**src/rtl/mem_stage_pkg.sv**
```systemverilog
// Shared decode constants, access sizes and FSM states for the load/store stage.
package mem_stage_pkg;

  localparam logic [4:0] OPC_LOAD  = 5'b00000;
  localparam logic [4:0] OPC_STORE = 5'b01000;

  // funct3[1:0] access size
  typedef enum logic [1:0] {
    SZ_B = 2'd0,
    SZ_H = 2'd1,
    SZ_W = 2'd2,
    SZ_D = 2'd3
  } size_e;

  typedef enum logic [1:0] {
    IDLE = 2'd0,
    REQ  = 2'd1,
    WAIT = 2'd2,
    DONE = 2'd3
  } state_e;

  // True when the byte offset is not a multiple of the access size.
  function automatic logic misaligned(input logic [1:0] sz, input logic [2:0] off);
    case (sz)
      2'd0:    return 1'b0;
      2'd1:    return off[0];
      2'd2:    return |off[1:0];
      default: return |off;
    endcase
  endfunction

endpackage

```
**src/rtl/mem_stage_ls_align.sv**
```systemverilog
// Byte-lane alignment: store mask/data shifting and load extraction with sign/zero extension.
module ls_align
  import mem_stage_pkg::*;
#(
  parameter int XLEN = 64
) (
  input  logic [2:0]      off,
  input  size_e           size,
  input  logic            uns,
  input  logic [XLEN-1:0] sdata,
  input  logic [XLEN-1:0] rdata,
  output logic [7:0]      wmask,
  output logic [XLEN-1:0] wdata,
  output logic [XLEN-1:0] ldata
);

  logic [XLEN-1:0] shifted;

  // Shift store data up to its lane and build the byte enables for the access size.
  always_comb begin
    wdata = sdata << {off, 3'b000};
    wmask = 8'h00;
    unique case (size)
      SZ_B:    wmask = 8'h01 << off;
      SZ_H:    wmask = 8'h03 << off;
      SZ_W:    wmask = 8'h0F << off;
      default: wmask = 8'hFF;
    endcase
  end

  // Bring the addressed lane down to bit 0, then sign or zero extend to XLEN.
  always_comb begin
    shifted = rdata >> {off, 3'b000};
    ldata   = shifted;
    unique case (size)
      SZ_B: ldata = uns ? {{(XLEN-8){1'b0}}, shifted[7:0]}
                        : {{(XLEN-8){shifted[7]}}, shifted[7:0]};
      SZ_H: ldata = uns ? {{(XLEN-16){1'b0}}, shifted[15:0]}
                        : {{(XLEN-16){shifted[15]}}, shifted[15:0]};
      SZ_W: ldata = uns ? {{(XLEN-32){1'b0}}, shifted[31:0]}
                        : {{(XLEN-32){shifted[31]}}, shifted[31:0]};
      default: ldata = shifted;
    endcase
  end

endmodule

```
**src/rtl/mem_stage.sv**
```systemverilog
// Load/store pipeline stage: one instruction in flight, req/gnt/rvalid data bus, valid/ready to writeback.
module mem_stage
  import mem_stage_pkg::*;
#(
  parameter int XLEN     = 64,
  parameter int INST_LEN = 32
) (
  input  logic                clk,
  input  logic                rst_n,
  input  logic                flush_i,
  input  logic                in_valid_i,
  output logic                in_ready_o,
  input  logic [XLEN-1:0]     pc_i,
  input  logic [INST_LEN-1:0] instr_i,
  input  logic [XLEN-1:0]     alures_i,
  input  logic [XLEN-1:0]     rs2_data_i,
  output logic                out_valid_o,
  input  logic                out_ready_i,
  output logic [XLEN-1:0]     pc_o,
  output logic [INST_LEN-1:0] instr_o,
  output logic [XLEN-1:0]     alures_o,
  output logic [XLEN-1:0]     lsres_o,
  output logic                misalign_o,
  output logic                dmem_req_o,
  output logic                dmem_we_o,
  output logic [XLEN-1:0]     dmem_addr_o,
  output logic [XLEN-1:0]     dmem_wdata_o,
  output logic [7:0]          dmem_wmask_o,
  input  logic                dmem_gnt_i,
  input  logic                dmem_rvalid_i,
  input  logic [XLEN-1:0]     dmem_rdata_i
);

  state_e              state_q, state_d;
  logic [XLEN-1:0]     pc_q, alures_q, rs2_q, lsres_q;
  logic [INST_LEN-1:0] instr_q;
  logic                killed_q;

  logic                ld_in, st_in, mis_in, go_req, accept, kill_now, st_q;
  size_e               sz_q;
  logic [7:0]          al_wmask;
  logic [XLEN-1:0]     al_wdata, al_ldata;

  // Incoming-instruction decode
  assign ld_in  = (instr_i[6:2] == OPC_LOAD);
  assign st_in  = (instr_i[6:2] == OPC_STORE);
  assign mis_in = (ld_in | st_in) & misaligned(instr_i[13:12], alures_i[2:0]);
  assign go_req = (ld_in | st_in) & ~mis_in;

  // Flush wins over accept; a killed access keeps the stage busy until it drains.
  assign in_ready_o = (state_q == IDLE) | ((state_q == DONE) & out_ready_i);
  assign accept     = in_valid_i & in_ready_o & ~flush_i;
  assign misalign_o = accept & mis_in;
  assign kill_now   = killed_q | flush_i;

  assign st_q = (instr_q[6:2] == OPC_STORE);
  assign sz_q = size_e'(instr_q[13:12]);

  // Bus fields are only driven while a request is up.
  assign dmem_req_o   = (state_q == REQ);
  assign dmem_we_o    = dmem_req_o & st_q;
  assign dmem_addr_o  = dmem_req_o ? {alures_q[XLEN-1:3], 3'b000} : '0;
  assign dmem_wdata_o = dmem_we_o ? al_wdata : '0;
  assign dmem_wmask_o = dmem_we_o ? al_wmask : '0;

  assign out_valid_o = (state_q == DONE) & ~killed_q;
  assign pc_o        = pc_q;
  assign instr_o     = instr_q;
  assign alures_o    = alures_q;
  assign lsres_o     = lsres_q;

  ls_align #(.XLEN(XLEN)) u_align (
    .off   (alures_q[2:0]),
    .size  (sz_q),
    .uns   (instr_q[14]),
    .sdata (rs2_q),
    .rdata (dmem_rdata_i),
    .wmask (al_wmask),
    .wdata (al_wdata),
    .ldata (al_ldata)
  );

  // State register
  always_ff @(posedge clk or negedge rst_n) begin
    if (!rst_n) state_q <= IDLE;
    else        state_q <= state_d;
  end

  // Next-state: a granted request is never abandoned; killed accesses drain back to IDLE.
  always_comb begin
    state_d = state_q;
    unique case (state_q)
      IDLE: if (accept) state_d = go_req ? REQ : DONE;
      REQ:  if (dmem_gnt_i) state_d = !st_q ? WAIT : (kill_now ? IDLE : DONE);
      WAIT: if (dmem_rvalid_i) state_d = kill_now ? IDLE : DONE;
      DONE: begin
        if (flush_i)          state_d = IDLE;
        else if (accept)      state_d = go_req ? REQ : DONE;
        else if (out_ready_i) state_d = IDLE;
      end
      default: state_d = IDLE;
    endcase
  end

  // Capture the instruction on accept, the load result on rvalid, and the kill flag on flush.
  always_ff @(posedge clk or negedge rst_n) begin
    if (!rst_n) begin
      pc_q     <= '0;
      instr_q  <= '0;
      alures_q <= '0;
      rs2_q    <= '0;
      lsres_q  <= '0;
      killed_q <= 1'b0;
    end else begin
      if (accept) begin
        pc_q     <= pc_i;
        instr_q  <= instr_i;
        alures_q <= alures_i;
        rs2_q    <= rs2_data_i;
        lsres_q  <= '0;
        killed_q <= 1'b0;
      end else if (flush_i && (state_q == REQ || state_q == WAIT)) begin
        killed_q <= 1'b1;
      end
      if (state_q == WAIT && dmem_rvalid_i && !kill_now) lsres_q <= al_ldata;
    end
  end

endmodule

```
**config.mk**
```make
export PLATFORM = sky130hd
export DESIGN_NAME = mem_stage
export DESIGN_NICKNAME = d
export VERILOG_FILES = /design/src/rtl/mem_stage_pkg.sv /design/src/rtl/mem_stage_ls_align.sv /design/src/rtl/mem_stage.sv
export SDC_FILE = /design/constraint.sdc
export NUM_CORES = 1
export LEC_CHECK = 0
export ABC_AREA = 0
export CAP_MARGIN = 20
export CORE_AREA = 2 2 257 259
export CTS_CLUSTER_DIAMETER = 150
export DETAILED_ROUTE_END_ITERATION = 8
export DIE_AREA = 0 0 259 261
export GPL_TIMING_DRIVEN = 0
export SLEW_MARGIN = 20
export SYNTH_ARGS = -nofsm -noshare
export SYNTH_HDL_FRONTEND = slang
export SYNTH_SLANG_ARGS = --single-unit
```
**constraint.sdc**
```tcl
create_clock -name clk -period 2 [get_ports clk]
set_input_delay 0.2 -clock clk [delete_from_list [all_inputs] [get_ports clk]]
set_output_delay 0.2 -clock clk [all_outputs]
set_load 0.01 [all_outputs]
```
**After elaboration in Yosys (flattened, before gate mapping)**

Index checks and enable logic that the tools add are counted.

- Eq/ne operators: 13
- Shifts and indexed selects: 5
- Mux-type cells: 23
- Bitwise logic cells: 14
- Reduce and logical (&&, ||, !) cells: 14

Operators by type and width:

| kind | number |
|---|---|
| 64-bit two-way mux | 7 |
| 64-bit one-hot mux with 3 select lines | 1 |
| 64-bit by 6-bit << shifter with 64-bit output | 1 |
| 64-bit by 6-bit right shift with 64-bit output | 1 |
| 8-bit one-hot mux with 3 select lines | 1 |
| 2-bit two-way mux | 9 |
| 5-bit by 4-bit equality test with 1-bit output (second input constant) | 2 |
| 1-bit AND | 8 |
| 2-bit equality test (second input constant) | 4 |
| 8-bit two-way mux | 1 |
| 2-bit one-hot mux with 4 select lines | 1 |
| 1-bit by 3-bit << shifter with 8-bit output (first input constant) | 1 |
| 2-bit by 3-bit << shifter with 8-bit output (first input constant) | 1 |
| 4-bit by 3-bit << shifter with 8-bit output (first input constant) | 1 |
| 2-bit by 1-bit equality test with 1-bit output (second input constant) | 3 |
| 2-bit logical NOT | 3 |
| 5-bit logical NOT | 1 |
| 2-bit != test (second input constant) | 2 |
| 4-bit != test (second input constant) | 1 |
| 4-bit AND reduction | 1 |
| 2-bit nonzero test | 2 |
| 1-bit logical AND | 3 |
| 1-bit inverter | 3 |
| 1-bit OR | 3 |
| 7 further kinds | 8 |

- Flip-flop bits (word level): 291
- Input port bits: 295
- Word-level logic and storage cells: 76

**Depth between registers and ports, before layout**

Gate-level depths: netlist (run 1).

- Word-level depth: 9
- Depth in mapped cells: 10

**By module**

Synthesis (run 1) repeated with hierarchy kept, for this count alone.

- Cells, all modules: 1963
- Area, all modules: 16270.6 sq um

Modules (own cells, without submodules):

| module | instances | cells an instance | area an instance (sq um) |
|---|---|---|---|
| mem_stage | 1 | 1416 | 12141.6 |
| ls_align | 1 | 547 | 4129.0 |

**Worst setup path before layout (run 1)**

No wires, ideal clock.

- Kind: register -> output
- From: register state_q[1]
- To: output port dmem_wmask_o[2]
- Arrival: 2.122 ns
- Path slack: -0.322 ns
- Cell stages (with the launch flop): 11
- Path through: dfrtp_1 -> inv_1 -> ha_1 -> clkbuf_1 -> inv_1 -> or3_1 -> buf_2 -> inv_2 -> nand2_4 -> clkbuf_1 -> o21ai_1

- Word-level cells in the longest chain between the ends: 3

Ends and longest elaborated chain:

| element | RTL line | source |
|---|---|---|
| start, declared | mem_stage.sv:34 | `state_e state_q, state_d;` |
| start signal, assigned | mem_stage.sv:86 | `else state_q <= state_d;` |
| 2-bit by 1-bit equality test with 1-bit output | mem_stage.sv:60 | `assign dmem_req_o = (state_q == REQ);` |
| named net dmem_req_o | mem_stage.sv:24 | `output logic dmem_req_o,` |
| 1-bit AND | mem_stage.sv:61 | `assign dmem_we_o = dmem_req_o & st_q;` |
| 8-bit two-way mux | mem_stage.sv:64 | `assign dmem_wmask_o = dmem_we_o ? al_wmask : '0;` |
| end, declared | mem_stage.sv:28 | `output logic [7:0] dmem_wmask_o,` |

The timed path passes the listed nets, and every way through them passes these cells.

**Final worst setup path (run 1)**

- From: register instr_q[3], in the netlist instr_o[3]
- To: output port dmem_wmask_o[1]

- Word-level cells in the longest chain between the ends: 3

Ends and longest elaborated chain:

| element | RTL line | source |
|---|---|---|
| start, declared | mem_stage.sv:36 | `logic [INST_LEN-1:0] instr_q;` |
| start signal, assigned | mem_stage.sv:117 | `instr_q <= instr_i;` |
| 5-bit by 4-bit equality test with 1-bit output | mem_stage.sv:56 | `assign st_q = (instr_q[6:2] == OPC_STORE);` |
| 1-bit AND | mem_stage.sv:61 |  |
| 8-bit two-way mux | mem_stage.sv:64 |  |

No other way between the ends.

==> impl_metrics.csv, run 1 <==
group,metric,value,unit
synthesis,synth.cell_area,0.0154,mm2
setup_path,critical_path.most_common_cell,"buf_6",
synthesis,post_synth_inst_count,1379,
setup_path,largest_stage_delay_worst_path,0.55,ns
setup_path,timing.critical_path.fanout_max,6,
power,p_per_area,1660,mW/mm2
synthesis,post_synth_num_cell_types,55,
clock_tree,later_pin_clock_latency_in_the_skew_report,0.55,ns
placed_design,place.port_buffers,656,
timing,worst_slack,-0.896,ns
placed_design,post-place-cells,2904,
timing,max_clock_freq,345,MHz
detailed_routing,drt-initial-drc-count,1026,
setup_path,worst-endpoint-required,1.80,ns
clock_tree,clockBufferDepth,3,
detailed_routing,antenna_left,0,
grt,grt_pass1_vias,15500,
setup_path,criticalPathCategory,"flop to output port",
setup_path,crit_path_end_kind,"output port",
synthesis,synth_sequential_area_ratio,47.4,%
synthesis,yosys.area_share.simple,10.4,%
grt,grt_start_max_net_pins,89,
timing,timing.max_slew.rel_slack,50.8,%
power,fin_total_pwr,45.4,mW
clock_tree,path_clk_slew,0.06,ns
detailed_routing,num_vias,15000,
synthesis,share_of_the_synthesized_area_in_compound_gates_ao_oa_aoi_oai,11.6,%
synthesis,synth-seq-cells,291,
detailed_routing,routed_wire_length_per_instance,25.5,um
cells_and_area,finish.net_count,2502,
detailed_routing,via_per_inst,4.87,
synthesis,synth-edff-count,0,
detailed_routing,detail_route.wirelength,78.7,mm
synthesis,synth_fa_ha_area_share,0.896,%
setup_path,path_buf_inv,4,
clock_tree,cts_num_sinks,291,
cells_and_area,postLayoutCoreUtil,42.2,%
timing,setup_repair_after_global_routing_missed_its_margin,"yes",
setup_path,cp_data_arrival_time,2.70,ns
timing,final_max_slew_viol_count,0,
power,leakagePower,11.4,nW
detailed_routing,drc_errors,0,
floorplan,die_y,261,um
power,worst_ir_drop_vdd,767,uV
floorplan,initial_utilization,23.6,%
setup_path,setup.reg_to_reg.worst_slack,-0.82,ns
synthesis,synth_async_sr_flop_share,100,%
floorplan,design.die.area,0.0676,mm2
hold_path,hp-class,"primary input to async pin",
floorplan,floorplan.io_pins,660,
grt,gr-total-overflow,0,
timing,final_min_period_over_clock_period,145,%
timing,hold_viol_final,0,
synthesis,netlist_top_cells_area,"dfrtp_1 (47%), mux2_2 (18%), mux2i_1 (5.3%)",
synthesis,synth_most_common_cell,"dfrtp_1",
cells_and_area,instances_no_fill,3087,
floorplan,die_w,259,um
synthesis,synth_largest_type_area_fraction,47.4,%
synthesis,post_synth_xor_area_fraction,0,%
floorplan,num_rows,94,
setup_path,path_delay_family,"simple AND/OR/NAND/NOR gates",
clock_tree,cts-root-buf,"clkbuf_16",
clock_tree,tritoncts.num_buffers,36,
clock_tree,cts_tree,"yes",
synthesis,synth_top_family_by_area,"multiplexers",
cells_and_area,seqCellArea,0.00729,mm2
setup_path,worst_setup_path_start_kind,"flop",
setup_path,cp_cell_sequence,"or4b_4 > or3_4 > inv_12 > buf_6 > nand3_4 > buf_12 > o21ai_4 > buf_6",
timing,skew,0.0169,ns
placed_design,routabilityCongestion,0.946,
grt,grt_pass1_wl,110,mm
placed_design,dpl.hpwl,60.2,mm
grt,globalRouteTotalUtil,22.0,%
status,run_status,"complete, but fails checks",
floorplan,core_area,0.0650,mm2
run,max_cap_viol_count,0,
setup_path,critical_path_top_delay_cell,"or4b_4",
cells_and_area,area_growth_syn_to_layout,78.8,%
synthesis,yosys-top-cells-count,"dfrtp_1 (291), mux2_2 (249), nor2_1 (113), nand2_1 (93), mux2i_1 (81)",
timing,layout_min_cycle_time,2.90,ns
timing,timing_worst_slew_pin_value,0.738,ns
detailed_routing,drt_pass_1_iters,5,
cells_and_area,layout-drive-gt1-share,39.1,%
synthesis,synth.area.mux_share,25.8,%
timing,setup-tns-final,-122.67,ns
synthesis,synth-main-ff-cell,"dfrtp_1",
timing,report.final.setup_viol,379,
status,violations_in_the_final_reports,"setup timing",
synthesis,synth.yosys.warnings,0,
clock_tree,cts-htree-levels,2,
grt,antenna_found_initial,1,
cells_and_area,multi_input_comb_area,0.00852,mm2
synthesis,biggest_area_consumer_among_synthesized_cells,"dfrtp_1",
synthesis,synth.avg_cell_area,11.1,um2
cells_and_area,layout.filler_cells,6220,
-- placed cells by master (no fill, tap or decap), types with 18 or more instances in the layout --
cell,n
clkdlybuf4s50_1,518
dfrtp_1,288
mux2_2,238
buf_6,101
nand2_1,90
buf_4,78
nor2_1,78
clkbuf_16,58
mux2i_1,58
a21oi_1,50
buf_2,46
o21ai_0,42
and2_1,38
o21ai_2,33
a211oi_1,32
buf_8,25
buf_12,23
and2_4,23
clkdlybuf4s15_2,23
clkbuf_8,20
nor2_4,18
o22ai_1,18
-- worst paths after layout --
path                                          from                 endpoint  cells past startpoint
setup reg to reg            instr_o[3]$_DFFE_PN0P_   state_q[0]$_DFFE_PN0P_                     16
max in group asynchronous                    rst_n  alures_o[3]$_DFFE_PN0P_                      4
hold / removal                               rst_n    rs2_q[22]$_DFFE_PN0P_                      2
min in group clk                       instr_i[25]  instr_o[25]$_DFFE_PN0P_                      2
setup / recovery            instr_o[3]$_DFFE_PN0P_          dmem_wmask_o[1]                      8
hold reg to reg            lsres_o[53]$_DFFE_PN0P_  lsres_o[53]$_DFFE_PN0P_                      2
-- flip-flops by register name, indices dropped and copies added (netlist names) --
register	cells
pc_o	64
state_q	2
instr_o	32
lsres_o	64
rs2_q	64
killed_q	1
alures_o	64
-- layer usage --
metal,vias to the layer above,track usage [%],wire length [um]
met5,-,0,7
met4,2,5.57,1990
met3,111,4.03,5280
met2,708,37.1,38300
met1,7617,29.2,33100
li1,6609,-,-
-- worst reg2reg max path, delay by kind of cell (launching register included) --
family | cells | cell delay (ns)
AO/OA/AOI/OAI | 2 | 0.23
buffers and inverters | 12 | 1.15
flip-flops | 1 | 0.39
AND/OR/NAND/NOR | 2 | 0.99
-- cells by family (layout without fill, tap and decap cells) --
group | after synthesis | count (layout)
simple gates | 336 | 337
other cells | 1 | 4
mux | 346 | 346
fa+ha+maj | 11 | 11
compound gates | 267 | 267
buf+inv | 127 | 967
flops | 291 | 291
-- report_power, final --
| part | internal (mW) | switching [mW] | total [mW] |
|---|---|---|---|
| registers | 8.83 | 2.82 | 11.7 |
| clock network | 4.13 | 2.69 | 6.82 |
| logic | 14.3 | 12.7 | 27.0 |
-- cell type report --
class                           instances  area share, %
Multi-Input combinational cell        964           31.1
Inverter                               14          0.283
Clock inverter                         12          0.579
Sequential cell                       291           26.5
Clock buffer                           52           3.91
Buffer                                109           5.00
Tap cell                              864           3.94
Timing Repair Buffer                  780           28.7
Antenna cell                            1        0.00912
-- timing repair --
item	CTS	global route
endpoints found under the setup margin	430	425
pin swaps	31	21
gates resized for setup	853	252
hold buffers	1	0
buffers inserted	72	42
hold endpoints to repair	85	0
gates cloned	7	6
-- stage by stage --
step,area (um2),setup slack [ns],hold slack [ns]
finish,27500,-0.896,0.143
global route,27400,-0.982,0.152
CTS,26500,-0.975,0.118
detailed placement,23300,-1.43,0.128
global placement,23200,-12.37,0.470
floorplan,15600,-0.0725,-0.0956
(Power assumes the default switching activity.)
==> run 2: changes to the inputs <==
--- a/config.mk
+++ b/config.mk
@@ -11,6 +11,7 @@
 export CTS_CLUSTER_DIAMETER = 150
 export DETAILED_ROUTE_END_ITERATION = 8
 export DIE_AREA = 0 0 259 261
+export GPL_ROUTABILITY_DRIVEN = 0
 export GPL_TIMING_DRIVEN = 0
 export SLEW_MARGIN = 20
 export SYNTH_ARGS = -nofsm -noshare
==> run 2 against run 1 <==
  * The flow still finishes with violations (setup timing)
  * Hold slack improved by 0.050 ns
  * Non-clock buffer count is 2 higher
  * Combinational power increased by 4%
  * Global-route usage shrank 0.74 points
  * Critical path type unchanged
  * Core utilization is 1.5 points higher
  * Total power rose by 1.6%
==> impl_metrics.csv, run 2 (same netlist as run 1, synthesis figures left out) <==
group,metric,value,unit
grt,globalRouteTotalUtil,21.3,%
clock_tree,cts_tree,"yes",
setup_path,path_delay_family,"simple AND/OR/NAND/NOR gates",
placed_design,place.port_buffers,656,
cells_and_area,layout_common_cells,"clkdlybuf4s50_1 (518), dfrtp_1 (286), mux2_2 (139), mux2_4 (111), buf_6 (102)",
timing,hold_viol_final,0,
detailed_routing,wl_met3,6.22,mm
timing,report.final.setup_viol,420,
setup_path,ff2ff_path_depth,13,
timing,layout_min_cycle_time,2.86,ns
setup_path,timing.critical_path.fanout_max,7,
floorplan,die_y,261,um
detailed_routing,routed-wl-met2,37.9,mm
timing,worst_slack,-0.855,ns
power,leakagePower,11.8,nW
timing,setup_repair_after_global_routing_missed_its_margin,"yes",
setup_path,worst-path-stages,7,
clock_tree,tritoncts.num_buffers,35,
power,cell_internal_power,27.7,mW
detailed_routing,num_vias,15400,
timing,timing.hold.ws,0.192,ns
power,comb_power_share,61.0,%
power,share_clk_of_total_power,13.6,%
timing,timing_worst_slew_pin_value,0.689,ns
grt,grt_start_max_net_pins,92,
setup_path,crit_path_end_kind,"output port",
power,p_per_area,1620,mW/mm2
setup_path,cp_data_arrival_time,2.66,ns
setup_path,cp_cell_sequence,"or4b_4 > or3_4 > inv_12 > nand3_4 > buf_6 > o21ai_4 > buf_6",
detailed_routing,via_per_inst,5.00,
cells_and_area,area_growth_syn_to_layout,85.1,%
floorplan,floorplan.io_pins,660,
placed_design,dpl.hpwl,58.7,mm
clock_tree,path_clk_slew,0.06,ns
cells_and_area,layout-drive-gt1-share,41.1,%
placed_design,dp_slack,-1.37,ns
grt,grt_pass1_vias,15500,
detailed_routing,antenna_left,0,
floorplan,die_w,259,um
setup_path,critical_path.most_common_cell,"buf_6",
detailed_routing,drt_pass_1_iters,8,
power,switching_share,40.1,%
detailed_routing,drc_errors,0,
detailed_routing,routed_wire_length_per_instance,25.5,um
setup_path,criticalPathCategory,"flop to output port",
floorplan,initial_utilization,23.6,%
timing,skew,0.00922,ns
setup_path,worst_setup_path_start_kind,"flop",
floorplan,num_rows,94,
setup_path,worst-endpoint-required,1.80,ns
timing,max_clock_freq,350,MHz
grt,grt_pass1_wl,107,mm
floorplan,core_area,0.0650,mm2
clock_tree,cts-htree-levels,2,
timing,timing.max_slew.rel_slack,54.1,%
clock_tree,cts-root-buf,"clkbuf_16",
power,worst_ir_drop_vdd,799,uV
hold_path,hp-class,"primary input to async pin",
floorplan,design.die.area,0.0676,mm2
cells_and_area,finish.net_count,2503,
clock_tree,later_pin_clock_latency_in_the_skew_report,0.53,ns
grt,antenna_found_initial,2,
cells_and_area,layout.filler_cells,6018,
detailed_routing,dr.max_layer_used,"met5",
timing,final_max_slew_viol_count,0,
detailed_routing,drt-initial-drc-count,1455,
power,share_seq_of_total_power,25.4,%
power,netSwitchingPower,18.5,mW
run,max_cap_viol_count,0,
clock_tree,cts_num_sinks,291,
setup_path,largest_stage_delay_worst_path,0.54,ns
timing,final_min_period_over_clock_period,143,%
detailed_routing,detail_route.wirelength,78.6,mm
grt,gr-total-overflow,0,
cells_and_area,most_frequent_standard_cell_in_the_layout_excluding_fill_and_tap_cells,"clkdlybuf4s50_1",
setup_path,path_buf_inv,3,
setup_path,critical_path_top_delay_cell,"or4b_4",
status,run_status,"complete, but fails checks",
detailed_routing,routedLengthMet1,31.8,mm
status,violations_in_the_final_reports,"setup timing",
setup_path,setup.reg_to_reg.worst_slack,-0.46,ns
clock_tree,clockBufferDepth,3,
run 2: area by class of cell:
class                      instances  area (um2)  share of cell area [%]
inverter                          14        75.1                   0.264
tap                              864        1080                    3.80
timing repair buffer             784        8130                    28.6
clock inverter                    14         119                   0.418
antenna                            2        5.00                  0.0176
buffer                           107        1480                    5.20
sequential                       291        7290                    25.6
multi-input combinational        964        9260                    32.6
clock buffer                      48         996                    3.50
run 2: metrics by stage:
stage	power [mW]	std cells	TNS (ns)	util [%]	area [um2]
after global placement	32.6	2901	-3814.95	35.7	23200
after global routing	48.2	3086	-176.58	43.7	28400
final	46.2	3088	-142.55	43.7	28400
after detailed placement	32.9	2904	-284.90	35.9	23300
after floorplan	21.9	1381	-1.76	-	15600
after CTS	42.0	3022	-166.40	39.9	25900
run 2: path summary, 6_finish.rpt:
path                                            end                    start
setup / recovery                    dmem_wmask_o[1]   instr_o[2]$_DFFE_PN0P_
hold / removal                rs2_q[27]$_DFFE_PN0P_                    rst_n
setup reg to reg           alures_o[41]$_DFFE_PN0P_   state_q[0]$_DFFE_PN0P_
hold reg to reg             lsres_o[50]$_DFFE_PN0P_  lsres_o[50]$_DFFE_PN0P_
max in group asynchronous  alures_o[53]$_DFFE_PN0P_                    rst_n
min in group clk            alures_o[0]$_DFFE_PN0P_              alures_i[0]
run 2: layer usage:
layer  vias up  global-route usage [%]
met5         -                       0
met4         2                    5.92
met3       198                    4.94
met2       921                    35.7
met1      7701                    27.4
li1       6611                       -
run 2: what timing repair did:
action / 4_1_cts / 5_1_grt
setup buffers: 47 / 54
pin swaps: 18 / 57
hold endpoints to repair: 55 / 0
setup endpoints to repair: 430 / 428
cloned: 11 / 21
hold buffers: 1 / 0
resized for setup: 803 / 556
run 2: power groups by stage:
stage	clock, mW	sequential, mW	combinational (mW)
final	6.27	11.7	28.2
after global routing	6.69	12.1	29.4
after CTS	6.44	11.6	24.0
after detailed placement	0	11.6	21.4
after global placement	0	11.5	21.1
after floorplan	0	11.6	10.3
